**config.mk**
```make
export PLATFORM = sky130hd
export DESIGN_NAME = reg_writeback_queue
export DESIGN_NICKNAME = d
export VERILOG_FILES = /design/src/rtl/reg_writeback_queue.sv
export SDC_FILE = /design/constraint.sdc
export NUM_CORES = 1
export LEC_CHECK = 0
export ABC_AREA = 0
export BUFFER_PORTS_ARGS = -buffer_cell sky130_fd_sc_hd__buf_2
export CORE_UTILIZATION = 53
export CTS_CLUSTER_DIAMETER = 60
export CTS_CLUSTER_SIZE = 30
export DETAILED_ROUTE_END_ITERATION = 8
export PLACE_DENSITY = 0.77
export REMOVE_ABC_BUFFERS = 1
export SLEW_MARGIN = 10
export SYNTH_ARGS = -nofsm -noshare
export SYNTH_HDL_FRONTEND = slang
export SYNTH_SLANG_ARGS = --single-unit
```
**constraint.sdc**
```tcl
create_clock -name clk -period 3.7 [get_ports clk]
set_clock_uncertainty 0.05 [all_clocks]
set_input_delay 0.555 -clock clk [delete_from_list [all_inputs] [get_ports clk]]
set_output_delay 0.555 -clock clk [all_outputs]
set_load 0.005 [all_outputs]
```
**src/rtl/reg_writeback_queue.sv**
```systemverilog
// rtl/reg_writeback_queue.sv - in-order writeback FIFO draining ALU/MEM results into the register bank
// Optional macro WB_FORWARD_EN adds a combinational forwarding lookup (fwd_addr/fwd_hit/fwd_data).
module reg_writeback_queue #(
   parameter int DATA_W = 32,
   parameter int ADDR_W = 4,
   parameter int DEPTH  = 4
) (
   input  logic              clk,
   input  logic              rst_n,
   input  logic              alu_valid,
   input  logic [ADDR_W-1:0] alu_dest,
   input  logic [DATA_W-1:0] alu_data,
   output logic              alu_ready,
   input  logic              mem_valid,
   input  logic [ADDR_W-1:0] mem_dest,
   input  logic [DATA_W-1:0] mem_data,
   output logic              mem_ready,
   input  logic              flush,
   input  logic              wb_stall,
   output logic              wb_we,
   output logic [ADDR_W-1:0] wb_dest,
   output logic [DATA_W-1:0] wb_din,
`ifdef WB_FORWARD_EN
   input  logic [ADDR_W-1:0] fwd_addr,
   output logic              fwd_hit,
   output logic [DATA_W-1:0] fwd_data,
`endif
   output logic [15:0]       busy_mask
);

   localparam int PW = $clog2(DEPTH);
   localparam int CW = PW + 1;
   localparam logic [CW-1:0] C_FULL    = CW'(DEPTH);
   localparam logic [CW-1:0] C_FULL_M1 = CW'(DEPTH - 1);
   localparam logic [CW-1:0] C_FULL_M2 = CW'(DEPTH - 2);

   typedef enum logic [1:0] {OCC_EMPTY, OCC_PARTIAL, OCC_FULL} occ_t;

   logic [ADDR_W-1:0] r_dest [DEPTH];
   logic [DATA_W-1:0] r_data [DEPTH];
   logic [PW-1:0]     r_wr_ptr;
   logic [PW-1:0]     r_rd_ptr;
   logic [CW-1:0]     r_count;
   logic              r_wb_we;
   logic [ADDR_W-1:0] r_wb_dest;
   logic [DATA_W-1:0] r_wb_din;

   occ_t              w_occ;
   logic              w_push_alu;
   logic              w_push_mem;
   logic              w_pop;
   logic [PW-1:0]     w_mem_slot;

   always_comb begin
      w_occ = OCC_PARTIAL;
      if (r_count == '0)
         w_occ = OCC_EMPTY;
      else if (r_count == C_FULL)
         w_occ = OCC_FULL;
   end

   // Readies look only at registered occupancy; a pop in the same cycle does not make room.
   assign alu_ready  = !flush && (w_occ != OCC_FULL);
   assign mem_ready  = !flush && ((r_count <= C_FULL_M2) || ((r_count == C_FULL_M1) && !alu_valid));
   assign w_push_alu = alu_valid && alu_ready;
   assign w_push_mem = mem_valid && mem_ready;
   assign w_pop      = (w_occ != OCC_EMPTY) && !wb_stall && !flush;
   assign w_mem_slot = r_wr_ptr + PW'(w_push_alu);

   always_ff @(posedge clk) begin
      if (w_push_alu) begin
         r_dest[r_wr_ptr] <= alu_dest;
         r_data[r_wr_ptr] <= alu_data;
      end
      if (w_push_mem) begin
         r_dest[w_mem_slot] <= mem_dest;
         r_data[w_mem_slot] <= mem_data;
      end
   end

   always_ff @(posedge clk or negedge rst_n) begin
      if (!rst_n) begin
         r_count   <= '0;
         r_wr_ptr  <= '0;
         r_rd_ptr  <= '0;
         r_wb_we   <= 1'b0;
         r_wb_dest <= '0;
         r_wb_din  <= '0;
      end else if (flush) begin
         r_count  <= '0;
         r_wr_ptr <= '0;
         r_rd_ptr <= '0;
         r_wb_we  <= 1'b0;
      end else begin
         r_wr_ptr <= r_wr_ptr + PW'(w_push_alu) + PW'(w_push_mem);
         r_count  <= r_count + CW'(w_push_alu) + CW'(w_push_mem) - CW'(w_pop);
         r_wb_we  <= w_pop;
         if (w_pop) begin
            r_rd_ptr  <= r_rd_ptr + PW'(1);
            r_wb_dest <= r_dest[r_rd_ptr];
            r_wb_din  <= r_data[r_rd_ptr];
         end
      end
   end

   assign wb_we   = r_wb_we;
   assign wb_dest = r_wb_dest;
   assign wb_din  = r_wb_din;

   always_comb begin
      busy_mask = '0;
      for (int k = 0; k < DEPTH; k++) begin
         if (CW'(k) < r_count)
            busy_mask = busy_mask | (16'd1 << r_dest[r_rd_ptr + PW'(k)]);
      end
      if (r_wb_we)
         busy_mask = busy_mask | (16'd1 << r_wb_dest);
   end

`ifdef WB_FORWARD_EN
   // Oldest source first so the youngest matching entry wins.
   always_comb begin
      fwd_hit  = 1'b0;
      fwd_data = '0;
      if (r_wb_we && (r_wb_dest == fwd_addr)) begin
         fwd_hit  = 1'b1;
         fwd_data = r_wb_din;
      end
      for (int k = 0; k < DEPTH; k++) begin
         if ((CW'(k) < r_count) && (r_dest[r_rd_ptr + PW'(k)] == fwd_addr)) begin
            fwd_hit  = 1'b1;
            fwd_data = r_data[r_rd_ptr + PW'(k)];
         end
      end
   end
`endif

endmodule

```
---- Word-level counts from Yosys, hierarchy flattened ----
Memories as Yosys holds them, arrays and structs flattened. A register that Yosys moved wholly into a read port is not among the register bits.
Cells that the tools add are included.
cells by class
  add/subtract/negate cells ............... 8
  order comparisons ....................... 5
  equal/unequal tests ..................... 3
  shifts and indexed selects .............. 5
  multiplexer cells ....................... 16
  bitwise gates (word level) .............. 5
  reductions and logical operators ........ 16
operators by type and width
  operator                                                                           number
  16-bit 2-to-1 mux                                                                  5
  1-bit by 4-bit left shift with 16-bit output (first input constant)                5
  16-bit bitwise OR                                                                  4
  2-bit 2-to-1 mux                                                                   5
  1-bit logical AND                                                                  7
  3-bit by 1-bit adder with 3-bit output                                             2
  1-bit by 3-bit < comparator with 1-bit output (first input constant)               2
  2-bit by 3-bit < comparator with 1-bit output (first input constant)               2
  1-bit 2-to-1 mux                                                                   5
  2-bit by 1-bit adder with 2-bit output                                             2
  2-bit adder (second input constant)                                                2
  1-bit logical NOT                                                                  4
  2-bit nonzero test                                                                 2
  3-bit by 2-bit equality test with 1-bit output (second input constant)             1
  3-bit equality test (second input constant)                                        1
  3-bit by 2-bit less-or-equal comparator with 1-bit output (second input constant)  1
  3-bit logical NOT                                                                  1
  3-bit 2-to-1 mux                                                                   1
  3-bit by 1-bit subtractor with 3-bit output                                        1
  2-bit by 1-bit adder with 2-bit output (second input constant)                     1
  2-bit inequality test (second input constant)                                      1
  2-bit AND reduction                                                                1
  1-bit logical OR                                                                   1
  1-bit inverter                                                                     1
storage, ports and cells
  register bits after elaboration ......... 12
  RAM bits ................................ 144
  word-level logic and storage cells ...... 65
  memories ................................ 2
memory list
  memory  words  width  read ports  clocked after Yosys merged registers in  wr ports  line  source
  r_data  4      32     1           1                                        2         40    logic [DATA_W-1:0] r_data [DEPTH];
  r_dest  4      4      4           0                                        2         39    logic [ADDR_W-1:0] r_dest [DEPTH];

---- Depth between registers and ports, before layout ----
Gate-level depths: netlist of the first run.
An unclocked memory read counts as a cell.
  depth after elaboration ................. 11
  gate-level depth with buffers ........... 10

---- Worst setup path after synthesis of the first run ----
Ideal clock, no wire load.
  kind .................................... input to register
  start point ............................. input port flush
  end point ............................... memory r_data[0][0], enable pin
  data arrival time ....................... 3,802 ps
  setup slack ............................. -635 ps
  cell stages on the path ................. 4
  cells stage by stage .................... clkbuf_1 > a31oi_1 > nand2_1 > o31ai_1
RTL lines
  item         line  source
  from (decl)  18    input logic flush,
  to (decl)    40

---- Worst setup path after layout of the first run ----
  start point ............................. register r_rd_ptr[1]
  end point ............................... output port busy_mask[3]
between the ends
  cells in the longest elaborated chain, start to end .. 11
  elaborated cells between the ends (all ways) .. 17
  classes of those cells .................. 3 x add/sub; 4 x shift; 5 x mux; 4 x bitwise; 1 x memory
RTL lines
  item                                                                               line      source
  from (decl)                                                                        42        logic [PW-1:0] r_rd_ptr;
  from (signal assigned)                                                             99        r_rd_ptr <= r_rd_ptr + PW'(1);
  2-bit by 1-bit adder with 2-bit output or memory 4 x 4 bit (tied branches)         n/a
  memory 4 x 4 bit *                                                                 n/a
  1-bit by 4-bit left shift with 16-bit output or 16-bit 2-to-1 mux (tied branches)  114, 113
  16-bit bitwise OR                                                                  114       busy_mask = busy_mask | (16'd1 << r_dest[r_rd_ptr + PW'(k)]);
  16-bit 2-to-1 mux                                                                  113       if (CW'(k) < r_count)
  16-bit bitwise OR                                                                  114
  16-bit 2-to-1 mux                                                                  113
  16-bit bitwise OR                                                                  114
  16-bit 2-to-1 mux *                                                                113
  16-bit bitwise OR                                                                  117       busy_mask = busy_mask | (16'd1 << r_wb_dest);
  16-bit 2-to-1 mux *                                                                116       if (r_wb_we)
  to (decl)                                                                          28        output logic [15:0] busy_mask
Every way passes the cells marked *; elsewhere a longest branch is shown, timed or not.

==> results.py, run 1 <==
metrics = {
    "outcome": {
        "status": "finished clean",
    },
    "layout": {
        "fillers": 1388,
        "num-nets-final": 942,
        "area.sequential_mm2": 0.00543,
        "utilization": 0.626,
        "areaGrowthSynthToFinish_pct": 15.2,
        "multiInputGateArea_mm2": 0.00452,
        "drive_gt1_frac": 0.449,
    },
    "pwr": {
        "vdd_ir_drop_max_mv": 0.374,
        "p_int_w": 0.00520,
        "seqPwrFrac": 0.402,
        "p_sw_frac": 0.331,
        "p_leak_nw": 4.80,
        "power_frac_comb": 0.361,
        "p_switching_w": 0.00257,
        "p_per_area_mw_per_mm2": 660,
        "clock_power_share": 0.237,
    },
    "timing": {
        "fmax_mhz": 286,
        "maxSlewHeadroom": 0.345,
        "rsz0062_at_grt": "no",
        "period_needed_ns": 3.49,
        "finalMaxSlewViolations": 0,
        "hold_viol": 0,
        "tightest_slew_ns": 0.983,
        "fin_crit_sh": 0.944,
        "whs_ns": 0.0306,
        "setup_viol_count_final": 0,
    },
    "floorplanning": {
        "coreArea_mm2": 0.0188,
        "start_util": 0.543,
        "pin_count": 133,
        "die_area_mm2": 0.0199,
        "die_w_um": 141,
        "rows": 50,
        "dieHeight_um": 141,
    },
    "clock_network": {
        "cts.sinks": 188,
        "post-cts-setup-buffers": 0,
        "clock_path_buffers": 2,
        "path_clk_slew_ns": 0.07,
        "numCtsBuffers": 17,
        "clockRootBuffer": "clkbuf_16",
        "cts_tree": "yes",
        "clkLatencyLatePin_ns": 0.44,
        "h-tree-depth": 4,
        "cts_hold_buf": 0,
        "post_cts_resized": 0,
    },
    "worst_setup_path": {
        "critPathKind": "register to output port",
        "critPathLaunch": "r_rd_ptr[1]$_DFFE_PN0P_",
        "cp_data_required_time_ns": 3.09,
        "r2r-start": "r_count[1]$_DFF_PN0_",
        "crit_path_start_kind": "register",
        "slowest_stage": "dfrtp_2",
        "slowest_delay_ns": 0.68,
        "crit_chain": "buf_4 > mux2_2 > mux2_2 > nor2_1 > a21oi_1 > o311ai_1 > buf_2",
        "critPathMostFrequentCell": "mux2_2",
        "crit_family": "multiplexers",
        "path_max_fanout": 21,
        "worstPathArrival_ns": 2.89,
        "worst_setup_path_end_kind": "output port",
        "crit_buf_inv": 2,
    },
    "flow_run": {
        "drv_cap": 0,
    },
    "routing": {
        "vias": 6513,
        "wl_per_cell_um": 21.2,
        "firstDrtPassIters": 5,
        "drc": 0,
        "viasPerCell": 5.76,
        "ant_nets": 0,
        "drt-total-wl_mm": 24.0,
        "drt_iter0_markers": 407,
    },
    "global_routing": {
        "grtUsageTotal": 0.255,
        "grt_max_degree": 39,
        "grt.overflow.total": 0,
        "grt_pass1_vias": 6693,
        "grt_antenna_before_repair": 2,
        "grt_pass1_wl_mm": 37.8,
    },
    "place": {
        "io_buffers": 132,
        "gp_congestion": 0.915,
        "dp_hpwl_mm": 16.4,
    },
    "synthesis": {
        "synth_top_area_cell": "edfxtp_1",
        "yosysUniqueCellTypes": 53,
        "synth_area_mm2": 0.0102,
        "yosysWarnings": 0,
        "syn-instance-count": 719,
        "yosysTopAreaCellShare": 0.423,
        "ys_top_cells_by_area": "edfxtp_1, dfrtp_1, mux2_2",
        "syn_area_per_cell_um2": 14.2,
        "ys_seq_elements": 188,
        "seq_area_frac_synth": 0.531,
    },
    "hold_path": {
        "hp-class": "input port to async pin",
    },
}
==> layout make-up <==
cell class | count | share of cell area
Antenna cell | 1 | 0.000212
Multi-Input combinational cell | 483 | 0.384
Timing Repair Buffer | 156 | 0.0745
Inverter | 11 | 0.00350
Sequential cell | 188 | 0.461
Clock buffer | 23 | 0.0380
Tap cell | 260 | 0.0276
Clock inverter | 9 | 0.0115
==> per-stage QoR <==
stage / cell area [µm²] / instances / total power (W) / TNS (ns) / setup slack [ns]
global placement: 11200 / 1098 / 0.00590 / 0 / 0.508
finish: 11800 / 1131 / 0.00778 / 0 / 0.206
floorplan: 9950 / 682 / 0.00498 / -127.74 / -1.84
CTS: 11800 / 1130 / 0.00780 / 0 / 0.134
global route: 11800 / 1130 / 0.00818 / 0 / 0.0640
detailed placement: 11200 / 1098 / 0.00596 / 0 / 0.404
==> final timing paths <==
kind / endpoint / slack (ns) / depth (start not counted)
max: busy_mask[3] / 0.21 / 7
min: r_count[1]$_DFF_PN0_ / 0.03 / 1
max reg2reg: r_data[2][24]$_DFFE_PP_ / 0.51 / 10
min reg2reg: wb_din[20]$_DFFE_PN0P_ / 0.42 / 2
max in group asynchronous: r_rd_ptr[0]$_DFFE_PN0P_ / 2.73 / 2
min in group clk: r_count[1]$_DFF_PN0_ / 0.36 / 2
==> flip-flops by register name (all words and copies together), names as in the netlist <==
name,cells
r_count,3
r_data,128
r_dest,16
r_rd_ptr,2
r_wr_ptr,2
wb_dest,4
wb_din,32
wb_we,1
==> per-layer routing <==
metal | routed length, µm | vias up | share of wire | GRT usage
li1 | - | 3001 | - | -
met1 | 10500 | 3206 | 0.44 | 0.346
met2 | 11700 | 269 | 0.49 | 0.417
met3 | 1460 | 35 | 0.061 | 0.0459
met4 | 395 | 2 | 0.016 | 0.0875
met5 | 11 | - | 0.00046 | 0
==> kinds of logic after synthesis <==
| kind of cell | count (synthesis) | share of synthesized area |
|---|---|---|
| compound gates | 56 | 0.0384 |
| xor+xnor | 5 | 0.00428 |
| fa+ha+maj | 7 | 0.0100 |
| buf+inv | 48 | 0.0313 |
| flops | 188 | 0.531 |
| mux | 205 | 0.292 |
| simple gates | 210 | 0.0935 |
==> worst register-to-register path: cells and delay by family (launching register included) <==
kind	cells	cell delay, ns
fa+ha+maj	1	0.17
simple gates	2	0.49
xor+xnor	1	0.32
compound gates	2	0.67
buf+inv	4	0.72
flops	1	0.46
==> layout by cell type (no fill, tap or decap), types with 5 or more instances in the layout <==
| cell | netlist | routed |
|---|---|---|
| a21oi_1 | 13 | 13 |
| a22oi_1 | 13 | 13 |
| a32oi_1 | 6 | 6 |
| buf_2 | 13 | 132 |
| buf_4 | 1 | 21 |
| clkbuf_1 | 8 | 6 |
| clkbuf_16 | 0 | 17 |
| dfrtp_1 | 44 | 42 |
| edfxtp_1 | 144 | 144 |
| ha_1 | 5 | 5 |
| inv_1 | 9 | 9 |
| mux2_1 | 7 | 7 |
| mux2_2 | 94 | 94 |
| mux2_4 | 58 | 58 |
| mux4_2 | 41 | 41 |
| nand2_1 | 126 | 125 |
| nand3_1 | 16 | 16 |
| nor2_1 | 25 | 25 |
| nor2b_1 | 10 | 10 |
| nor3b_1 | 5 | 5 |
==> synthesized netlist by cell type (all sizes together) <==
cell type,n
mux2,159
edfxtp,144
nand2,126
dfrtp,44
mux4,41
buf,29
nor2,25
nand3,18
a21oi,13
a22oi,13
inv,10
nor2b,10
clkbuf,8
a32oi,6
nor3b,6
ha,5
mux2i,5
nor3,4
o21ai,4
o22ai,4
a211o,3
and2,3
and3,3
nand2b,3
nand3b,3
o211ai,3
or3,3
xnor2,3
a21boi,2
a22o,2
fa,2
nand4,2
or3b,2
xor2,2
a21bo,1
a31oi,1
a32o,1
and2b,1
clkinv,1
o22a,1
o311ai,1
o31ai,1
or2,1
==> power groups by stage <==
stage               clock (W)  combinational [W]  sequential (W)
floorplan                   0            0.00178         0.00320
global placement            0            0.00275         0.00315
detailed placement          0            0.00279         0.00317
CTS                   0.00185            0.00281         0.00313
global route          0.00194            0.00305         0.00319
finish                0.00185            0.00280         0.00313
Note: power is estimated with default switching activity, not from simulation.
==> run 2, diff against run 1 <==
--- a/config.mk
+++ b/config.mk
@@ -7,11 +7,11 @@
 export LEC_CHECK = 0
 export ABC_AREA = 0
 export BUFFER_PORTS_ARGS = -buffer_cell sky130_fd_sc_hd__buf_2
-export CORE_UTILIZATION = 53
+export CORE_UTILIZATION = 60
 export CTS_CLUSTER_DIAMETER = 60
 export CTS_CLUSTER_SIZE = 30
 export DETAILED_ROUTE_END_ITERATION = 8
-export PLACE_DENSITY = 0.77
+export PLACE_DENSITY = 0.82
 export REMOVE_ABC_BUFFERS = 1
 export SLEW_MARGIN = 10
 export SYNTH_ARGS = -nofsm -noshare
==> constraint.sdc (replaced) <==
create_clock -name clk -period 4.1 [get_ports clk]
set_clock_uncertainty 0.05 [all_clocks]
set_input_delay 0.615 -clock clk [delete_from_list [all_inputs] [get_ports clk]]
set_output_delay 0.615 -clock clk [all_outputs]
set_load 0.005 [all_outputs]
==> run 2 against run 1 <==
Net effect:
- via count rose by 2.6%
- first-iteration DRC count rose by 18%
- total power down 9.2%
- register-to-register slack gained 0.30 ns
- final area decreased by 0.59%
- final cell count is 4.2% lower
- core utilization is 8.1 points higher
- sequential power fell by 8.9%
- critical path depth rose by 1
- clock-buffer cell count fell by 4
- die area decreased by 12%
- highest routed layer is now met4
==> results.py, run 2 (same netlist as run 1, synthesis figures left out) <==
metrics = {
    "outcome": {
        "status": "finished clean",
    },
    "place": {
        "gp_congestion": 0.927,
        "placed_area_mm2": 0.0111,
        "io_buffers": 132,
        "pre_cts_ws_ns": 0.662,
        "dp_hpwl_mm": 16.9,
    },
    "clock_network": {
        "post_cts_resized": 0,
        "numCtsBuffers": 17,
        "cts_tree": "yes",
        "post-cts-setup-buffers": 0,
        "clkLatencyLatePin_ns": 0.43,
        "path_clk_slew_ns": 0.07,
        "clock_path_buffers": 2,
        "cts.sinks": 188,
        "clockRootBuffer": "clkbuf_16",
        "cts_hold_buf": 0,
        "h-tree-depth": 4,
    },
    "worst_setup_path": {
        "worstPathArrival_ns": 2.98,
        "critPathKind": "register to output port",
        "slowest_delay_ns": 0.59,
        "crit_chain": "inv_1 > ha_1 > nand2b_1 > or3b_2 > a21boi_0 > a22oi_1 > o311ai_1 > buf_2",
        "cp_data_required_time_ns": 3.43,
        "crit_path_start_kind": "register",
        "slowest_stage": "dfrtp_1",
        "worst_setup_path_end_kind": "output port",
        "path_max_fanout": 11,
    },
    "routing": {
        "firstDrtPassIters": 7,
        "ant_nets": 0,
        "drc": 0,
        "drt_iter0_markers": 482,
        "viasPerCell": 6.17,
        "vias": 6683,
        "wl_per_cell_um": 23.3,
        "drt-total-wl_mm": 25.3,
    },
    "pwr": {
        "total_power_w": 0.00706,
        "vdd_ir_drop_max_mv": 0.358,
        "p_switching_w": 0.00242,
        "power_frac_comb": 0.355,
        "p_sw_frac": 0.343,
        "seqPwrFrac": 0.404,
        "clock_power_share": 0.240,
        "p_per_area_mw_per_mm2": 603,
        "p_int_w": 0.00464,
        "p_leak_nw": 4.79,
    },
    "timing": {
        "setup_viol_count_final": 0,
        "maxSlewHeadroom": 0.369,
        "fmax_mhz": 275,
        "finalMaxSlewViolations": 0,
        "fin_crit_sh": 0.889,
        "period_needed_ns": 3.64,
        "rsz0062_at_grt": "no",
        "tightest_slew_ns": 0.943,
        "whs_ns": 0.246,
        "hold_viol": 0,
        "final.setup.worst_slack_ns": 0.457,
    },
    "layout": {
        "largest_register": "r_data",
        "num-nets-final": 935,
        "final_cell_mix": "edfxtp_1, buf_2, nand2_1",
        "final_area_mm2": 0.0117,
        "final_common_cell": "edfxtp_1",
        "areaGrowthSynthToFinish_pct": 14.5,
        "drive_gt1_frac": 0.453,
        "largest_reg_flops": 128,
        "utilization": 0.706,
    },
    "hold_path": {
        "hp-class": "input port to async pin",
    },
    "floorplanning": {
        "die_area_mm2": 0.0176,
        "dieHeight_um": 133,
        "coreArea_mm2": 0.0166,
        "start_util": 0.617,
        "die_w_um": 133,
        "pin_count": 133,
        "rows": 47,
    },
    "flow_run": {
        "drv_cap": 0,
    },
    "global_routing": {
        "grt_pass1_wl_mm": 39.5,
        "grt_antenna_before_repair": 0,
        "grtUsageTotal": 0.301,
        "grt_pass1_vias": 7134,
        "grt.overflow.total": 0,
        "grt_max_degree": 45,
    },
}
## run 2: worst paths after layout
check                      cells past startpoint                       to                   start  slack (ns)
max                                            8             busy_mask[3]    r_count[2]$_DFF_PN0_        0.46
min                                            2     r_count[2]$_DFF_PN0_                   rst_n        0.25
max reg2reg                                    9   r_data[2][0]$_DFFE_PP_    r_count[1]$_DFF_PN0_        0.81
min reg2reg                                    2   wb_din[12]$_DFFE_PN0P_  wb_din[12]$_DFFE_PN0P_        0.43
max in group asynchronous                      2  r_rd_ptr[0]$_DFFE_PN0P_                   rst_n        3.27
min in group clk                               2   wb_din[12]$_DFFE_PN0P_  wb_din[12]$_DFFE_PN0P_        0.43
## run 2: stage by stage
step	setup TNS [ns]	cells
after floorplan	-89.26	682
after global placement	0	1051
after detailed placement	0	1051
after CTS	0	1083
after global routing	0	1083
final	0	1084
## run 2: area by class of cell
cell class	count	area, µm²
antenna	1	2.50
sequential	188	5430
multi-input combinational	483	4520
clock buffer	19	475
clock inverter	13	140
fill	1106	4870
inverter	11	41.3
timing repair buffer	149	826
tap	220	275
## run 2: critical path: cells and delay by family (launching register included)
family | cells | cell delay, ns
AO/OA/AOI/OAI | 3 | 0.73
AND/OR/NAND/NOR | 2 | 0.66
flip-flops | 1 | 0.59
buffers and inverters | 2 | 0.29
adder cells (fa/ha/maj) | 1 | 0.28
## run 2: power groups by stage
stage	logic (W)	registers, W	clock network (W)
final	0.00251	0.00285	0.00170
after global routing	0.00270	0.00291	0.00177
after CTS	0.00252	0.00286	0.00171
after detailed placement	0.00250	0.00289	0
after global placement	0.00244	0.00285	0
after floorplan	0.00160	0.00289	0
## run 2: metal layers
layer / GRT usage / share of wire
met4: 0.116 / 0.021
met5: 0 / 0
met2: 0.541 / 0.53
met1: 0.362 / 0.39
met3: 0.0510 / 0.060
==> run 3, diff against run 2 <==
==> constraint.sdc (replaced) <==
create_clock -name clk -period 4.1 [get_ports clk]
set_clock_uncertainty 0.05 [all_clocks]
set_input_delay 0.615 -clock clk [delete_from_list [all_inputs] [get_ports clk]]
set_output_delay 0.615 -clock clk [all_outputs]
set_load 0.01 [all_outputs]
==> run 3 against run 2 <==
Net effect:
- flip-flop and latch count unchanged
- routed wire length rose by 0.92%
- core utilization fell by 0.14 points
- register-to-register slack gained 0.08 ns
- final area decreased by 0.20%
- die area stayed put
- clock-buffer cell count is 1 lower
- worst setup slack improved by 0.020 ns
- via count up 1.9%
- global-route usage about the same
- critical path type unchanged
- critical endpoint is now busy_mask[8]
- largest cell class unchanged
- largest power group unchanged
==> results.py, run 3 (same netlist as run 1, synthesis figures left out) <==
metrics = {
    "place": {
        "placed_area_mm2": 0.0111,
        "io_buffers": 132,
        "dp_hpwl_mm": 17.2,
        "placedCellCount": 1051,
        "gp_congestion": 0.914,
    },
    "worst_setup_path": {
        "critPathMostFrequentCell": "mux2_2",
        "critPathKind": "register to output port",
        "crit_path_start_kind": "register",
        "worst_setup_path_end_kind": "output port",
        "crit_chain": "buf_4 > mux2_2 > mux2_2 > nor3b_1 > nand3_1 > nand4_1 > buf_2",
        "crit_family": "simple AND/OR/NAND/NOR gates",
        "cp_data_required_time_ns": 3.43,
        "crit_buf_inv": 2,
        "slowest_stage": "dfrtp_2",
        "path_max_fanout": 19,
        "worstPathArrival_ns": 2.96,
        "slowest_delay_ns": 0.59,
    },
    "timing": {
        "maxSlewHeadroom": 0.355,
        "hold_viol": 0,
        "setup_viol_count_final": 0,
        "tightest_slew_ns": 0.964,
        "period_needed_ns": 3.62,
        "final.setup.tns_ns": 0,
        "rsz0062_at_grt": "no",
        "finalMaxSlewViolations": 0,
        "fin_crit_sh": 0.884,
        "fmax_mhz": 276,
    },
    "layout": {
        "num-nets-final": 935,
        "final_cell_mix": "edfxtp_1, buf_2, nand2_1",
        "largest_reg_flops": 128,
        "instances_no_fill": 1084,
        "utilization": 0.705,
        "final_area_mm2": 0.0117,
        "drive_gt1_frac": 0.453,
        "final_common_cell": "edfxtp_1",
        "largest_register": "r_data",
        "areaGrowthSynthToFinish_pct": 14.3,
    },
    "clock_network": {
        "h-tree-depth": 4,
        "cts_tree": "yes",
        "clock_path_buffers": 2,
        "post-cts-setup-buffers": 0,
        "clockRootBuffer": "clkbuf_16",
        "post_cts_resized": 0,
        "cts_hold_buf": 0,
        "clkLatencyLatePin_ns": 0.43,
        "path_clk_slew_ns": 0.07,
        "cts.sinks": 188,
        "numCtsBuffers": 17,
    },
    "routing": {
        "viasPerCell": 6.28,
        "wl_per_cell_um": 23.6,
        "ant_nets": 0,
        "dr.max_layer_used": "met4",
        "drt_iter0_markers": 580,
        "drt-total-wl_mm": 25.5,
        "firstDrtPassIters": 4,
        "m1WireLength_mm": 9.66,
        "vias": 6809,
        "drc": 0,
        "wl_met3_mm": 1.75,
        "met2_length_mm": 13.5,
    },
    "floorplanning": {
        "rows": 47,
        "die_area_mm2": 0.0176,
        "coreArea_mm2": 0.0166,
        "dieHeight_um": 133,
        "die_w_um": 133,
        "pin_count": 133,
        "start_util": 0.617,
    },
    "pwr": {
        "total_power_w": 0.00712,
        "vdd_ir_drop_max_mv": 0.328,
        "p_per_area_mw_per_mm2": 609,
        "p_leak_nw": 4.77,
    },
    "global_routing": {
        "grt_pass1_vias": 7145,
        "grt_pass1_wl_mm": 39.9,
        "grtUsageTotal": 0.301,
        "grt_antenna_before_repair": 0,
        "grt.overflow.total": 0,
        "grt_max_degree": 45,
    },
    "flow_run": {
        "drv_cap": 0,
    },
    "outcome": {
        "status": "finished clean",
    },
    "hold_path": {
        "hp-class": "input port to async pin",
    },
}
run 3: cell types whose count changed in the layout (fill, tap and decap cells not counted):
cell	delta
inv_4	+2
clkinv_8	+1
clkinv_4	+1
clkinvlp_4	+2
clkbuf_16	-2
clkbuf_8	+1
inv_6	-4
clkinv_2	-1
run 3: report_power, final:
part	leakage [nW]	switching (W)	internal (W)	total (W)
Sequential	1.87	0.000312	0.00254	0.00286
Combinational	2.62	0.00144	0.00117	0.00261
Clock	0.282	0.000774	0.000876	0.00165
run 3: per-layer routing:
| metal | vias up | track usage |
|---|---|---|
| met5 | - | 0 |
| met4 | 0 | 0.126 |
| met3 | 55 | 0.0429 |
| met2 | 342 | 0.531 |
| met1 | 3422 | 0.373 |
| li1 | 2990 | - |
run 3: worst register-to-register path, cell delays in order (launching register included):
cell     delay [ns]
dfrtp_1        0.47
inv_1          0.09
a31oi_1        0.25
nand2_1        0.17
inv_1          0.16
ha_1           0.18
xor2_1         0.52
nand3_4        0.36
o21ai_4        0.38
buf_12         0.27
run 3: path summary, 6_finish.rpt:
path,cells after the start,end,slack (ns),start
worst max-delay path,7,busy_mask[8],0.48,r_rd_ptr[1]$_DFFE_PN0P_
worst min-delay path,2,r_count[2]$_DFF_PN0_,0.24,rst_n
worst max register to register,9,r_data[2][29]$_DFFE_PP_,0.89,r_count[1]$_DFF_PN0_
worst min register to register,2,wb_din[3]$_DFFE_PN0P_,0.43,wb_din[3]$_DFFE_PN0P_
max in group asynchronous,2,r_rd_ptr[0]$_DFFE_PN0P_,3.27,rst_n
min in group clk,2,wb_din[3]$_DFFE_PN0P_,0.43,wb_din[3]$_DFFE_PN0P_
run 3: layout make-up:
| cell class | count | area [µm²] |
|---|---|---|
| inverters | 11 | 41.3 |
| flip-flops and latches | 188 | 5430 |
| repair buffers | 149 | 826 |
| clock inverters | 14 | 153 |
| well taps | 220 | 275 |
| multi-input cells | 483 | 4520 |
| fillers | 1120 | 4890 |
| clock buffers | 18 | 439 |
| diodes | 1 | 2.50 |
run 3: per-stage QoR:
step,hold slack (ns),setup slack (ns)
final,0.241,0.477
after floorplan,0.269,-1.60
after global routing,0.297,0.173
after CTS,0.261,0.493
after detailed placement,0.408,0.747
after global placement,0.403,0.838
